File: config.mk
export PLATFORM = sky130hd
export DESIGN_NAME = equiv_monitor_flat
export DESIGN_NICKNAME = d
export VERILOG_FILES = /design/src/rtl/equiv_pkg.sv /design/src/rtl/equiv_monitor_if.sv /design/src/rtl/equiv_delay_line.sv /design/src/rtl/equiv_monitor.sv /design/src/flat_wrapper.sv
export SDC_FILE = /design/constraint.sdc
export NUM_CORES = 1
export LEC_CHECK = 0
export CORE_MARGIN = 4
export CORE_UTILIZATION = 25
export CTS_CLUSTER_SIZE = 25
export DETAILED_ROUTE_END_ITERATION = 10
export GPL_TIMING_DRIVEN = 0
export PLACE_DENSITY = 0.59
export SKIP_CTS_REPAIR_TIMING = 1
export SLEW_MARGIN = 20
export SYNTH_ARGS = -nofsm -noshare
export SYNTH_HDL_FRONTEND = slang
export SYNTH_SLANG_ARGS = --single-unit
File: constraint.sdc
create_clock -name clk -period 4.45 [get_ports clk]
set_input_delay 0.445 -clock clk [delete_from_list [all_inputs] [get_ports clk]]
set_output_delay 0.445 -clock clk [all_outputs]
set_load 0.1 [all_outputs]
File: src/rtl/equiv_pkg.sv
// Shared types and helpers for the output-equivalence monitor.
// Holds the monitor state encoding and the warm-up length calculation.
package equiv_pkg;

  typedef enum logic [1:0] {
    StWarm,
    StCheck,
    StFailed
  } mon_state_e;

  // En-samples to discard before the aligned streams are comparable.
  function automatic int unsigned fill_cycles(input int unsigned lat_a,
                                              input int unsigned lat_b,
                                              input int unsigned warmup);
    return ((lat_a > lat_b) ? lat_a : lat_b) + warmup;
  endfunction

endpackage

File: src/rtl/equiv_monitor_if.sv
// Bundle of compared buses and monitor results.
// master drives the samples, slave is the monitor.
interface equiv_monitor_if #(
  parameter int unsigned WIDTH = 91,
  parameter int unsigned CNT_W = 16
);
  logic             en;
  logic [WIDTH-1:0] y_a;
  logic [WIDTH-1:0] y_b;
  logic             mismatch;
  logic             fail;
  logic [CNT_W-1:0] mis_count;
  logic [CNT_W-1:0] sample_count;
  logic [CNT_W-1:0] first_idx;
  logic [WIDTH-1:0] first_diff;
  logic             checking;

  modport master (
    output en, y_a, y_b,
    input  mismatch, fail, mis_count, sample_count, first_idx, first_diff, checking
  );

  modport slave (
    input  en, y_a, y_b,
    output mismatch, fail, mis_count, sample_count, first_idx, first_diff, checking
  );

endinterface

File: src/rtl/equiv_delay_line.sv
// En-qualified shift register used to align one compared stream.
// A depth of zero is a plain wire.
module equiv_delay_line #(
  parameter int unsigned WIDTH = 91,
  parameter int unsigned DEPTH = 0
) (
  input  logic             clk,
  input  logic             rst,
  input  logic             en_i,
  input  logic [WIDTH-1:0] d_i,
  output logic [WIDTH-1:0] q_o
);

  if (DEPTH == 0) begin : g_wire
    logic unused_ctrl;
    assign unused_ctrl = ^{clk, rst, en_i};
    assign q_o = d_i;
  end else begin : g_pipe
    logic [WIDTH-1:0] stage_q [DEPTH];
    logic [WIDTH-1:0] stage_d [DEPTH];

    always_comb begin
      stage_d = stage_q;
      if (en_i) begin
        stage_d[0] = d_i;
        for (int unsigned i = 1; i < DEPTH; i++) begin
          stage_d[i] = stage_q[i-1];
        end
      end
    end

    always_ff @(posedge clk) begin
      if (rst) begin
        for (int unsigned i = 0; i < DEPTH; i++) begin
          stage_q[i] <= '0;
        end
      end else begin
        stage_q <= stage_d;
      end
    end

    assign q_o = stage_q[DEPTH-1];
  end

endmodule

File: src/rtl/equiv_monitor.sv
// Compares two implementation outputs after latency alignment and warm-up,
// recording the first divergence and saturating mismatch/sample counts.
module equiv_monitor
  import equiv_pkg::*;
#(
  parameter int unsigned WIDTH     = 91,
  parameter int unsigned LAT_A     = 0,
  parameter int unsigned LAT_B     = 0,
  parameter int unsigned WARMUP    = 0,
  parameter int unsigned CNT_W     = 16,
  parameter bit          ASSERT_EN = 1'b1
) (
  input  logic            clk,
  input  logic            rst,
  equiv_monitor_if.slave  bus
);

  localparam int unsigned      Fill       = fill_cycles(LAT_A, LAT_B, WARMUP);
  localparam mon_state_e       ResetState = (Fill > 0) ? StWarm : StCheck;
  localparam logic [CNT_W-1:0] CntMax     = '1;

  logic [WIDTH-1:0] da;
  logic [WIDTH-1:0] db;

  equiv_delay_line #(
    .WIDTH (WIDTH),
    .DEPTH (LAT_A)
  ) u_dly_a (
    .clk  (clk),
    .rst  (rst),
    .en_i (bus.en),
    .d_i  (bus.y_a),
    .q_o  (da)
  );

  equiv_delay_line #(
    .WIDTH (WIDTH),
    .DEPTH (LAT_B)
  ) u_dly_b (
    .clk  (clk),
    .rst  (rst),
    .en_i (bus.en),
    .d_i  (bus.y_b),
    .q_o  (db)
  );

  mon_state_e       state_q, state_d;
  logic [31:0]      fill_q, fill_d;
  logic             mismatch_q, mismatch_d;
  logic             fail_q, fail_d;
  logic [CNT_W-1:0] mis_cnt_q, mis_cnt_d;
  logic [CNT_W-1:0] smp_cnt_q, smp_cnt_d;
  logic [CNT_W-1:0] first_idx_q, first_idx_d;
  logic [WIDTH-1:0] first_diff_q, first_diff_d;

  always_comb begin
    state_d      = state_q;
    fill_d       = fill_q;
    mismatch_d   = 1'b0;
    fail_d       = fail_q;
    mis_cnt_d    = mis_cnt_q;
    smp_cnt_d    = smp_cnt_q;
    first_idx_d  = first_idx_q;
    first_diff_d = first_diff_q;

    unique case (state_q)
      StWarm: begin
        if (bus.en) begin
          fill_d = fill_q + 32'd1;
          if (fill_d == Fill) begin
            state_d = StCheck;
          end
        end
      end
      StCheck, StFailed: begin
        if (bus.en) begin
          if (smp_cnt_q != CntMax) begin
            smp_cnt_d = smp_cnt_q + 1'b1;
          end
          if (da != db) begin
            mismatch_d = 1'b1;
            if (mis_cnt_q != CntMax) begin
              mis_cnt_d = mis_cnt_q + 1'b1;
            end
            // Only the first divergence is captured; later ones just count.
            if (state_q == StCheck) begin
              state_d      = StFailed;
              fail_d       = 1'b1;
              first_idx_d  = smp_cnt_q;
              first_diff_d = da ^ db;
            end
          end
        end
      end
      default: state_d = ResetState;
    endcase
  end

  always_ff @(posedge clk) begin
    if (rst) begin
      state_q      <= ResetState;
      fill_q       <= '0;
      mismatch_q   <= 1'b0;
      fail_q       <= 1'b0;
      mis_cnt_q    <= '0;
      smp_cnt_q    <= '0;
      first_idx_q  <= '0;
      first_diff_q <= '0;
    end else begin
      state_q      <= state_d;
      fill_q       <= fill_d;
      mismatch_q   <= mismatch_d;
      fail_q       <= fail_d;
      mis_cnt_q    <= mis_cnt_d;
      smp_cnt_q    <= smp_cnt_d;
      first_idx_q  <= first_idx_d;
      first_diff_q <= first_diff_d;
    end
  end

  assign bus.mismatch     = mismatch_q;
  assign bus.fail         = fail_q;
  assign bus.mis_count    = mis_cnt_q;
  assign bus.sample_count = smp_cnt_q;
  assign bus.first_idx    = first_idx_q;
  assign bus.first_diff   = first_diff_q;
  assign bus.checking     = (state_q != StWarm);

  // Simulation-only flag; immediate assertions carry no hardware.
  if (ASSERT_EN) begin : g_assert
    always_ff @(posedge clk) begin
      assert (!mismatch_q);
    end
  end

endmodule

File: src/flat_wrapper.sv
// flat-port wrapper written by rule: the top's interface ports become plain ports
module equiv_monitor_flat import equiv_pkg::*;
#(
  parameter int unsigned WIDTH     = 91,
  parameter int unsigned LAT_A     = 0,
  parameter int unsigned LAT_B     = 0,
  parameter int unsigned WARMUP    = 0,
  parameter int unsigned CNT_W     = 16,
  parameter bit          ASSERT_EN = 1'b1
)
  (clk, rst, bus_en, bus_y_a, bus_y_b, bus_mismatch, bus_fail, bus_mis_count, bus_sample_count, bus_first_idx, bus_first_diff, bus_checking);
  equiv_monitor_if #(.WIDTH(WIDTH), .CNT_W(CNT_W)) bus_i ();
  input  logic clk;
  input  logic rst;
  input wire logic [$bits(bus_i.en)-1:0] bus_en;
  input wire logic [$bits(bus_i.y_a)-1:0] bus_y_a;
  input wire logic [$bits(bus_i.y_b)-1:0] bus_y_b;
  output wire logic [$bits(bus_i.mismatch)-1:0] bus_mismatch;
  output wire logic [$bits(bus_i.fail)-1:0] bus_fail;
  output wire logic [$bits(bus_i.mis_count)-1:0] bus_mis_count;
  output wire logic [$bits(bus_i.sample_count)-1:0] bus_sample_count;
  output wire logic [$bits(bus_i.first_idx)-1:0] bus_first_idx;
  output wire logic [$bits(bus_i.first_diff)-1:0] bus_first_diff;
  output wire logic [$bits(bus_i.checking)-1:0] bus_checking;
  assign bus_i.en = bus_en;
  assign bus_i.y_a = bus_y_a;
  assign bus_i.y_b = bus_y_b;
  assign bus_mismatch = bus_i.mismatch;
  assign bus_fail = bus_i.fail;
  assign bus_mis_count = bus_i.mis_count;
  assign bus_sample_count = bus_i.sample_count;
  assign bus_first_idx = bus_i.first_idx;
  assign bus_first_diff = bus_i.first_diff;
  assign bus_checking = bus_i.checking;
  equiv_monitor #(.WIDTH(WIDTH), .LAT_A(LAT_A), .LAT_B(LAT_B), .WARMUP(WARMUP), .CNT_W(CNT_W), .ASSERT_EN(ASSERT_EN)) u_core (.clk(clk), .rst(rst), .bus(bus_i));
endmodule
==> metrics <==
max-slew violation count=0; clock latency on the worst-skew pair=0.44 ns; die area=35700 um2; layout cell share with drive strength beyond 1=4.26%; syn avg cell area=8.76 um2; gr ovfl total=0; Final Hold Fails=0; fill cell count=3220; fin cells=1727; compound-cell area share of the yosys netlist=12.7%; global-route wire length before repair=49100 um; H-tree depth=4; Req. time, crit path=4.78 ns; Worst setup EP type=flip-flop; Util after Layout=39.3%; CTS buffer count=17; Die Y=189 um; vias in the first global route=7885; GP Congestion=0.867; # placed instances=1694; routed via count=8087; area occupied by multi-input gates=4380 um2; Area Growth Syn to Fin=53.5%; post-synthesis simple-gate area fraction=21.4%; post-synthesis adder-cell area fraction=1.07%; max cap viols=0; via/cell ratio=4.68; Final min period=3.94 ns; Core ar.=32000 um2; PD cells=677 nW/um2; max frequency=254 MHz; register area=3500 um2; Worst EP arrival=4.27 ns; setup slack, reg-to-reg=1.09 ns; register area share after synthesis=42.8%; Synth Warn #=0; outcome=finished clean; Reg2Reg Capture Point=u_core.state_q[0]; IO buf count=325; actual slew at the worst max-slew pin=1.08 ns; Setup Skew=0.0162 ns; antenna violations before repair=3; clock sinks=175; type of origin of the critical path=input port; Fin Setup TNS=0 ns; final setup fails=0; Initial Util=25.6%; detailed-route wire length per cell=19.3 um; Routed Antenna Nets=0; Root Buffer=clkbuf_16; Leak Pwr=4.16 nW; CTS Buffer Depth=2; synthesized area=8180 um2; worst hold slack=0.458 ns; Pre-Repair DR Iteration Count=5; max_slew headroom=28.1%; Mapped Nets=1126; initial DRC count=534; Max rail drop VDD=0.479 mV; RSZ-0062 raised after global routing=false; post-synthesis mux area share=2.60%; Synth cell types=49; Tot GR Track Use=18.0%; num rows=65; Syn Inst Count=934; Post-route DRC=0; RR Startpoint=u_core.fill_q[0]; final wirelength=33200 um; Final nets=1470; critical path fanouts, max=10; XOR/XNOR share of the synthesized area=15.7%; Worst Setup Path Type=in -> reg; largest net degree at the start of global routing=18; worst min-delay path category=in -> reg; hold path depth=3; WHS Endpoint=u_core.bus.mis_count[13]; total I/O pin count=327; hpwl dp=26900 um; FF+latch count, synth=175; Worst Reg-to-Reg Cells=9; Final Cycle Share=88.5%; largest family of logic cells by synthesized area=simple AND/OR/NAND/NOR gates; CTS clk-pin slew, worst paths=0.06 ns; CTS tree=built; hold_sp=rst; DIE WIDTH=189 um
metrics by stage:
step	setup WS [ns]	total power, W	cell area [um2]
final	0.511	0.00850	12600
after global routing	0.259	0.00881	12600
after CTS	0.517	0.00855	12600
after detailed placement	0.0646	0.00702	12000
after global placement	0.0829	0.00699	12000
after floorplan	1.66	0.00565	8180
area by class of cell:
| type | instances | share of cell area [%] |
|---|---|---|
| well taps | 435 | 4.33 |
| inverters | 8 | 0.239 |
| diodes | 1 | 0.0199 |
| flip-flops and latches | 175 | 27.9 |
| multi-input cells | 687 | 34.9 |
| plain buffers | 64 | 2.13 |
| repair buffers | 325 | 25.9 |
| clock buffers | 18 | 3.42 |
| clock inverters | 14 | 1.18 |
flip-flops by register name (all words and copies together) (netlist names):
signal,count
u_core.bus.first_diff,91
u_core.fill_q,32
u_core.bus.first_idx,16
u_core.bus.mis_count,16
u_core.bus.sample_count,16
u_core.state_q,2
u_core.bus.fail,1
u_core.bus.mismatch,1
per-layer routing:
metal	GRT usage, %	vias up	share of wire, %	routed length, um
met2	28.5	240	46	15200
li1	-	3978	-	-
met5	0	-	0.081	27
met1	24.6	3839	47	15500
met4	4.40	4	1.6	519
met3	4.76	26	6.1	2020
synthesized netlist by cell type, drive strengths merged:
cell / n / area share (%)
a2111oi: 2 / 0.29
a211o: 1 / 0.11
a211oi: 94 / 8.6
a21o: 2 / 0.18
a21oi: 17 / 1.0
a311o: 1 / 0.12
a311oi: 1 / 0.11
a31oi: 4 / 0.31
a32oi: 1 / 0.11
a41oi: 3 / 0.32
and2: 2 / 0.15
and3: 15 / 1.1
and4: 7 / 0.75
buf: 15 / 1.0
clkbuf: 49 / 2.2
dfxtp: 175 / 43
ha: 7 / 1.1
inv: 8 / 0.37
mux2: 2 / 0.28
mux2i: 19 / 2.3
nand2: 31 / 1.4
nand2b: 1 / 0.076
nand3: 29 / 1.9
nand4: 42 / 3.2
nor2: 180 / 8.3
nor2b: 2 / 0.15
nor3: 15 / 0.98
nor3b: 1 / 0.092
nor4: 13 / 1.1
nor4b: 2 / 0.21
o21ai: 19 / 1.2
o221a: 1 / 0.14
o311a: 1 / 0.12
o31ai: 1 / 0.092
or2: 3 / 0.23
or3: 15 / 1.1
or3b: 1 / 0.11
or4: 5 / 0.50
xnor2: 121 / 13
xor2: 26 / 2.8
placed cells by master, fill, tap and decap left out, types with 10 or more instances in the layout:
cell	Yosys	routed
clkbuf_1	49	50
clkdlybuf4s50_1	0	325
nor2_1	180	180
clkbuf_16	0	17
and3_1	15	15
nand4_1	42	42
xnor2_1	121	121
a21oi_1	17	17
nand3_1	28	28
xor2_1	26	26
nor3_1	14	14
dfxtp_1	175	175
o21ai_0	19	19
nor4_1	12	12
mux2i_1	19	19
a211oi_1	94	94
buf_2	10	10
nand2_1	31	31
or3_1	15	15
worst max-delay path, cell delays in order:
cell and delay, ns:
clkdlybuf4s50_1 0.41, xnor2_1 0.39, nand4_1 0.33, nor4_1 0.46
nand4_1 0.25, or2_2 0.37, and4_1 0.20, clkbuf_1 0.28
clkbuf_1 0.36, clkbuf_1 0.38, a211oi_1 0.35
worst max-delay path by stage:
stage,cells after the start,end,start
2_1_floorplan,10,u_core.state_q[0],u_core.fill_q[0]
3_3_place_gp,12,u_core.bus.first_idx[12],bus_y_b[35]
3_5_place_dp,12,u_core.bus.first_idx[14],bus_y_b[35]
4_1_cts,12,u_core.bus.first_idx[14],bus_y_b[35]
5_1_grt,12,u_core.bus.first_idx[9],bus_y_b[35]
6_report,11,u_core.bus.first_diff[59],bus_y_b[35]
cells by family (layout without fill, tap and decap cells):
logic type / Yosys count / in the layout
XOR/XNOR: 147 / 147
other: 0 / 1
adder cells (fa/ha/maj): 7 / 7
AO/OA/AOI/OAI: 148 / 148
AND/OR/NAND/NOR: 364 / 364
flip-flops: 175 / 175
buffers and inverters: 72 / 429
multiplexers: 21 / 21
power breakdown:
part / total, W / switching (W) / internal, W
Sequential: 0.00216 / 0.000222 / 0.00194
Clock: 0.00152 / 0.000727 / 0.000796
Combinational: 0.00481 / 0.00369 / 0.00112
Total: 0.00850 / 0.00464 / 0.00386
Power figures use the tool's default switching activity.
